File: src/rtl/fpu_arbiter_ctrl.sv
// Round-robin sequencer sharing one FP add/sub/mul datapath between two requesters.
// Operands are registered onto the datapath, the result is captured after a settle window.
module fpu_arbiter_ctrl #(
  parameter int SETTLE_CYCLES = 2
) (
  input  logic        clk,
  input  logic        rst,
  input  logic        req0_valid,
  output logic        req0_ready,
  input  logic [1:0]  req0_op,
  input  logic [31:0] req0_a,
  input  logic [31:0] req0_b,
  input  logic        req1_valid,
  output logic        req1_ready,
  input  logic [1:0]  req1_op,
  input  logic [31:0] req1_a,
  input  logic [31:0] req1_b,
  output logic [1:0]  fpu_op,
  output logic [31:0] fpu_para1,
  output logic [31:0] fpu_para2,
  input  logic [31:0] fpu_out,
  input  logic        fpu_under_overflow,
  output logic        resp_valid,
  input  logic        resp_ready,
  output logic [31:0] resp_data,
  output logic        resp_flag,
  output logic        resp_err,
  output logic        resp_id,
  output logic [15:0] op_count
);

  typedef enum logic [1:0] {IDLE, EXEC, DONE} state_t;

  localparam logic [1:0]  OP_ILLEGAL  = 2'b11;
  localparam logic [31:0] QNAN        = 32'h7FC0_0000;
  localparam logic [3:0]  SETTLE_LOAD = 4'(SETTLE_CYCLES - 1);

  state_t      state;
  logic        last_grant;
  logic        grant_id;
  logic        cur_err;
  logic [3:0]  settle_cnt;
  logic        accept;
  logic [1:0]  sel_op;
  logic [31:0] sel_a;
  logic [31:0] sel_b;

  // Grant goes to the sole valid requester, otherwise to the one not served last.
  always_comb begin
    grant_id = ~last_grant;
    if (req0_valid && !req1_valid) begin
      grant_id = 1'b0;
    end else if (req1_valid && !req0_valid) begin
      grant_id = 1'b1;
    end
  end

  assign req0_ready = (state == IDLE) && !grant_id;
  assign req1_ready = (state == IDLE) &&  grant_id;
  assign accept     = (req0_valid && req0_ready) || (req1_valid && req1_ready);

  assign sel_op = grant_id ? req1_op : req0_op;
  assign sel_a  = grant_id ? req1_a  : req0_a;
  assign sel_b  = grant_id ? req1_b  : req0_b;

  always_ff @(posedge clk) begin
    if (rst) begin
      state      <= IDLE;
      last_grant <= 1'b1;
      cur_err    <= 1'b0;
      settle_cnt <= 4'd0;
      fpu_op     <= 2'b00;
      fpu_para1  <= 32'd0;
      fpu_para2  <= 32'd0;
      resp_valid <= 1'b0;
      resp_data  <= 32'd0;
      resp_flag  <= 1'b0;
      resp_err   <= 1'b0;
      resp_id    <= 1'b0;
      op_count   <= 16'd0;
    end else begin
      case (state)
        IDLE: begin
          if (accept) begin
            // Illegal ops still run the full window, but the datapath sees a harmless add.
            fpu_op     <= (sel_op == OP_ILLEGAL) ? 2'b00 : sel_op;
            fpu_para1  <= sel_a;
            fpu_para2  <= sel_b;
            cur_err    <= (sel_op == OP_ILLEGAL);
            resp_id    <= grant_id;
            last_grant <= grant_id;
            settle_cnt <= SETTLE_LOAD;
            state      <= EXEC;
          end
        end
        EXEC: begin
          if (settle_cnt == 4'd0) begin
            resp_data  <= cur_err ? QNAN : fpu_out;
            resp_flag  <= cur_err ? 1'b0 : fpu_under_overflow;
            resp_err   <= cur_err;
            resp_valid <= 1'b1;
            state      <= DONE;
          end else begin
            settle_cnt <= settle_cnt - 4'd1;
          end
        end
        DONE: begin
          if (resp_ready) begin
            resp_valid <= 1'b0;
            op_count   <= op_count + 16'd1;
            state      <= IDLE;
          end
        end
        default: state <= IDLE;
      endcase
    end
  end

endmodule

File: config.mk
export PLATFORM = sky130hd
export DESIGN_NAME = fpu_arbiter_ctrl
export DESIGN_NICKNAME = d
export VERILOG_FILES = /design/src/rtl/fpu_arbiter_ctrl.sv
export SDC_FILE = /design/constraint.sdc
export NUM_CORES = 1
export LEC_CHECK = 0
export CAP_MARGIN = 20
export CORE_ASPECT_RATIO = 1.25
export CORE_UTILIZATION = 39
export DETAILED_ROUTE_END_ITERATION = 10
export PLACE_DENSITY = 0.81
export SETUP_SLACK_MARGIN = 0.4
export SLEW_MARGIN = 20
export SYNTH_ARGS = -nofsm -noshare
export SYNTH_HDL_FRONTEND = slang
export SYNTH_SLANG_ARGS = --single-unit
File: constraint.sdc
create_clock -name clk -period 1.9 [get_ports clk]
set_input_delay 0.19 -clock clk [delete_from_list [all_inputs] [get_ports clk]]
set_output_delay 0.19 -clock clk [all_outputs]
set_load 0.02 [all_outputs]
Yosys cells after proc, flatten, opt, wreduce, memory -nomap -nowiden
Cells that the tools add are included.
Word-level totals
  register bits after elaboration: 126
  word-level logic and storage cells: 61
  input port bits: 170
Operators by class
  add/sub/neg operators: 2
  reductions and logical operators: 20
  equal/unequal tests: 7
  bitwise logic cells: 1
  multiplexer cells: 18
Operators with widths (count)
  32-bit two-way mux: 3
  16-bit by 1-bit adder with 16-bit output, second input constant: 1
  2-bit two-way mux: 5
  3-bit AND reduction: 3
  4-bit two-way mux: 2
  2-bit != test, second input constant: 4
  4-bit one-hot mux with 2 select lines: 1
  1-bit logical AND: 6
  2-bit one-hot mux with 3 select lines: 1
  2-bit AND reduction: 3
  1-bit two-way mux: 5
  2-bit == test, second input constant: 2
  4-bit zero test: 1
  2-bit nonzero test: 2
  4-bit by 1-bit subtractor with 4-bit output, second input constant: 1
  1-bit zero test: 3
  2-bit by 1-bit == test with 1-bit output, second input constant: 1
  2-bit zero test: 1
  1-bit one-hot mux with 2 select lines: 1
  1-bit logical OR: 1
  1-bit inverter: 1

Longest topological paths before layout
  depth after elaboration: 10
  mapped depth: 7

Least setup slack after synthesis
Ideal clock, no wire load.
  kind: register to register
  from: register op_count[4]
  to: register op_count[13]
  stages on the path, launching flop included: 5
  data required time: 1.830 ns
  arrival time: 1.612 ns
  path slack: 0.217 ns
  path buffers: 0
  period minus slack after synthesis: 1.683 ns
  library setup time: 0.070 ns
  path through: dfxtp_1 > nand4_2 > or2_4 > or4_1 > a21oi_1
On the way
  word-level cells in the longest chain between the ends: 1
RTL lines
  from (decl): line 29  | output logic [15:0] op_count
  from (signal assigned): line 110  | op_count <= op_count + 16'd1;
  16-bit by 1-bit adder with 16-bit output: line 110
No other way between the ends.
A chain may end at the register's enable or synchronous reset.

Final worst setup path
  from: register settle_cnt[1]
  to: register resp_data[19]
On the way
  word-level cells in the longest chain between the ends: 2
RTL lines
  from (decl): line 42  | logic [3:0] settle_cnt;
  from (signal assigned): line 104  | settle_cnt <= settle_cnt - 4'd1;
  4-bit zero test: line 97  | if (settle_cnt == 4'd0) begin
  2-bit AND reduction (no line)
  to (signal assigned): line 98  | resp_data <= cur_err ? QNAN : fpu_out;
  to (decl): line 25  | output logic [31:0] resp_data,
No other way between the ends.

==> out/summary.log <==
INFO  placement      dp.final_hpwl=12500µm
INFO  floorplan      die-height=133µm
INFO  timing         fin_crit_sh=83.2%
INFO  floorplan      num_rows=47
INFO  critical_path  delay_of_the_slowest_critical_path_stage=400ps
INFO  critical_path  crit_chain=inv_2 -> ha_4 -> or3b_4 -> nor2_4 -> clkbuf_16 -> nand3b_1 -> a21oi_1
INFO  layout         insertedDiodeCount=0
INFO  clock_network  clock_tree.root_cell=sky130_fd_sc_hd__clkbuf_16
INFO  layout         nFillCells=1110
INFO  synth          average_cell_area_after_synthesis=8.05µm²
INFO  timing         worst_slew_margin_rel=62.8%
INFO  detailed_routing firstDrtPassIters=4
INFO  critical_path  critical-path-slowest-cell=sky130_fd_sc_hd__or3b_4
INFO  synth          mappedNetlistNets=834
INFO  critical_path  worstPathMaxFanout=17
INFO  layout         sequential_cell_area=2560µm²
INFO  floorplan      die_width=106µm
INFO  global_route   globalRoute.totalOverflow=0
INFO  critical_path  worst-endpoint-required=2240ps
INFO  global_route   grt_start_max_net_pins=55
INFO  global_route   overall_fraction_of_global_route_tracks_in_use=24.4%
INFO  clock_network  cts.clk_slew.worst_paths=60ps
INFO  timing         clock-skew-final=16.2ps
INFO  synth          ys_ff_latch=126
INFO  critical_path  critPathLaunchType=register
INFO  detailed_routing wirelength=17700µm
INFO  synth          async_set_reset_flop_share_out_of_synthesis=0%
INFO  outcome        outcome=finished clean
INFO  clock_network  ctsLongestPathBuffers=2
INFO  layout         area_overhead_of_the_layout_relative_to_synthesis=74.1%
INFO  timing         setup_total_negative_slack=0ps
INFO  critical_path  cp.arrival=1920ps
INFO  floorplan      boundaryPins=290
INFO  critical_path  critPathBufInv=2
INFO  synth          postSynthCellCount=661
INFO  clock_network  htree_num_levels=4
INFO  detailed_routing antenna_left=0
INFO  clock_network  numCtsBuffers=17
INFO  detailed_routing drtIter0Drc=203
INFO  clock_network  clock_latency=420ps
INFO  clock_network  cts-hold-fix-buffers=0
INFO  detailed_routing route.detailed.vias_per_inst=5.13
INFO  synth          synth_edf_count=0
INFO  layout         area_of_combinational_cells_with_multiple_inputs=2640µm²
INFO  detailed_routing post-route-drc-count=0
INFO  floorplan      start_util=40.0%
INFO  layout         nNetsFinal=1127
INFO  power_and_ir_drop power.density_cell_area=1050nW/µm²
INFO  timing         tightest_slew=559ps
INFO  global_route   antenna_found_initial=0
INFO  power_and_ir_drop power.static_leakage=4.00nW
INFO  detailed_routing wl_per_cell=15.5µm
INFO  synth          yosysSeqAreaShare=47.4%
INFO  synth          ys_types=39
INFO  min_path       worstHoldPathType=input port to register
INFO  layout         final_util=69.7%
INFO  critical_path  crit_path_end_kind=register
INFO  placement      portBuffers=289
INFO  timing         final-max-slew-violation-count=0
INFO  global_route   grt_first_pass_wirelength=27200µm
INFO  flow_run       max_cap_viol_count=0
INFO  layout         mostFrequentLayoutCells=sky130_fd_sc_hd__clkdlybuf4s50_1, sky130_fd_sc_hd__nand2_1, sky130_fd_sc_hd__dlygate4sd2_1
INFO  placement      dp.cells=1092
INFO  layout         drive_gt1_share=11.3%
INFO  timing         report.final.hold_viol_count=0
INFO  layout         layout.cells.non_filler=1138
INFO  timing         fmaxAchievable=633MHz
INFO  timing         timing.final.setup_violations=0
INFO  layout         most_common_library_cell_in_the_layout_ignoring_fill_and_taps=sky130_fd_sc_hd__clkdlybuf4s50_1
INFO  synth          yosysWarningCount=0
INFO  floorplan      core_area=13300µm²
INFO  critical_path  cp_top_family=simple AND/OR/NAND/NOR gates
INFO  critical_path  timing.setup.critical_path_class=register to register
INFO  global_route   vias_in_the_first_global_route=5580
INFO  timing         setup_repair_after_global_routing_missed_its_margin=yes
INFO  synth          post_synth_instance_area=5320µm²
INFO  placement      gpl.final_weighted_congestion=0.780
INFO  detailed_routing detailroute.via_count=5843
INFO  clock_network  clock-sinks=126
INFO  timing         period_minus_slack=1580ps
INFO  power_and_ir_drop vdd_drop_max=0.000520V
INFO  floorplan      floorplan.die_area=14100µm²
INFO  synth          synth_top_flop_cell=sky130_fd_sc_hd__dfxtp_1
INFO  clock_network  cts_tree=built
area by class of cell:
| class | count | share of cell area (%) |
|---|---|---|
| repair buffers | 328 | 34.6 |
| multi-input cells | 477 | 28.5 |
| flip-flops and latches | 126 | 27.6 |
| clock buffers | 23 | 5.39 |
| well taps | 171 | 2.31 |
| clock inverters | 9 | 1.40 |
| inverters | 4 | 0.162 |
worst paths after layout:
path	from	end	slack (ps)	cells past startpoint
worst max-delay path	settle_cnt[1]	resp_data[19]	320	7
worst min-delay path	rst	resp_data[14]	270	2
worst max register to register	settle_cnt[1]	resp_data[19]	320	7
worst min register to register	resp_data[0]	resp_data[0]	450	2
Yosys cell counts (4+ instances only):
cell type	count	area, µm²
sky130_fd_sc_hd__nand2_1	164	616
sky130_fd_sc_hd__dfxtp_1	126	2520
sky130_fd_sc_hd__nor2_1	92	345
sky130_fd_sc_hd__a311oi_1	67	587
sky130_fd_sc_hd__clkbuf_1	36	135
sky130_fd_sc_hd__a21oi_1	33	165
sky130_fd_sc_hd__nand3b_1	29	218
sky130_fd_sc_hd__nor3_1	28	140
sky130_fd_sc_hd__buf_2	15	75.1
sky130_fd_sc_hd__nand3_1	9	45.0
sky130_fd_sc_hd__xnor2_1	6	52.6
sky130_fd_sc_hd__o21ai_0	5	25.0
sky130_fd_sc_hd__xor2_1	5	43.8
sky130_fd_sc_hd__inv_1	4	15.0
sky130_fd_sc_hd__or4_1	4	30.0
per-layer routing:
metal / global-route usage, % / part of all wire [%] / wire (µm)
met5: 0 / 0 / 0
met2: 43.7 / 51 / 9100
met4: 11.1 / 2.7 / 483
met3: 7.04 / 7.0 / 1250
met1: 26.2 / 39 / 6860
power by group:
part,internal [mW],switching [mW]
clock network,2.24,1.17
logic,1.38,1.68
registers,3.05,0.212
total,6.67,3.06
state kept, by name (all words and copies together), names as in the netlist:
register    cells
cur_err         1
fpu_op          2
fpu_para1      32
fpu_para2      32
last_grant      1
op_count       16
resp_data      32
resp_err        1
resp_flag       1
resp_id         1
resp_valid      1
settle_cnt      4
state           2
kinds of logic (layout without fill, tap and decap cells):
| group | count (synthesis) | in the layout | synth area share [%] |
|---|---|---|---|
| xor gates and xnor gates | 11 | 11 | 1.81 |
| buffers and inverters | 58 | 364 | 4.51 |
| DFF | 126 | 126 | 47.4 |
| and+or+nand+nor | 347 | 347 | 29.3 |
| muxes | 2 | 2 | 0.400 |
| AOI/OAI and AO/OA | 114 | 114 | 15.9 |
| adders and majority gates | 3 | 3 | 0.705 |
through the flow:
stage               hold slack [ps]  area, µm²  worst slack, ps  power, mW
finish                          273       9270              319       9.73
detailed placement              444       8580             -139       6.53
floorplan                       349       5390              400       4.96
global route                    291       9270              223       10.2
CTS                             251       9100              265       9.70
global placement                438       8580            -80.2       6.48
timing repair:
item,in CTS,in global routing
gates resized for setup,136,15
buffers inserted,3,8
endpoints found under the setup margin,224,50
pin swaps,5,6
cloned,0,3
No activity file was read; power rests on OpenSTA's default activity.
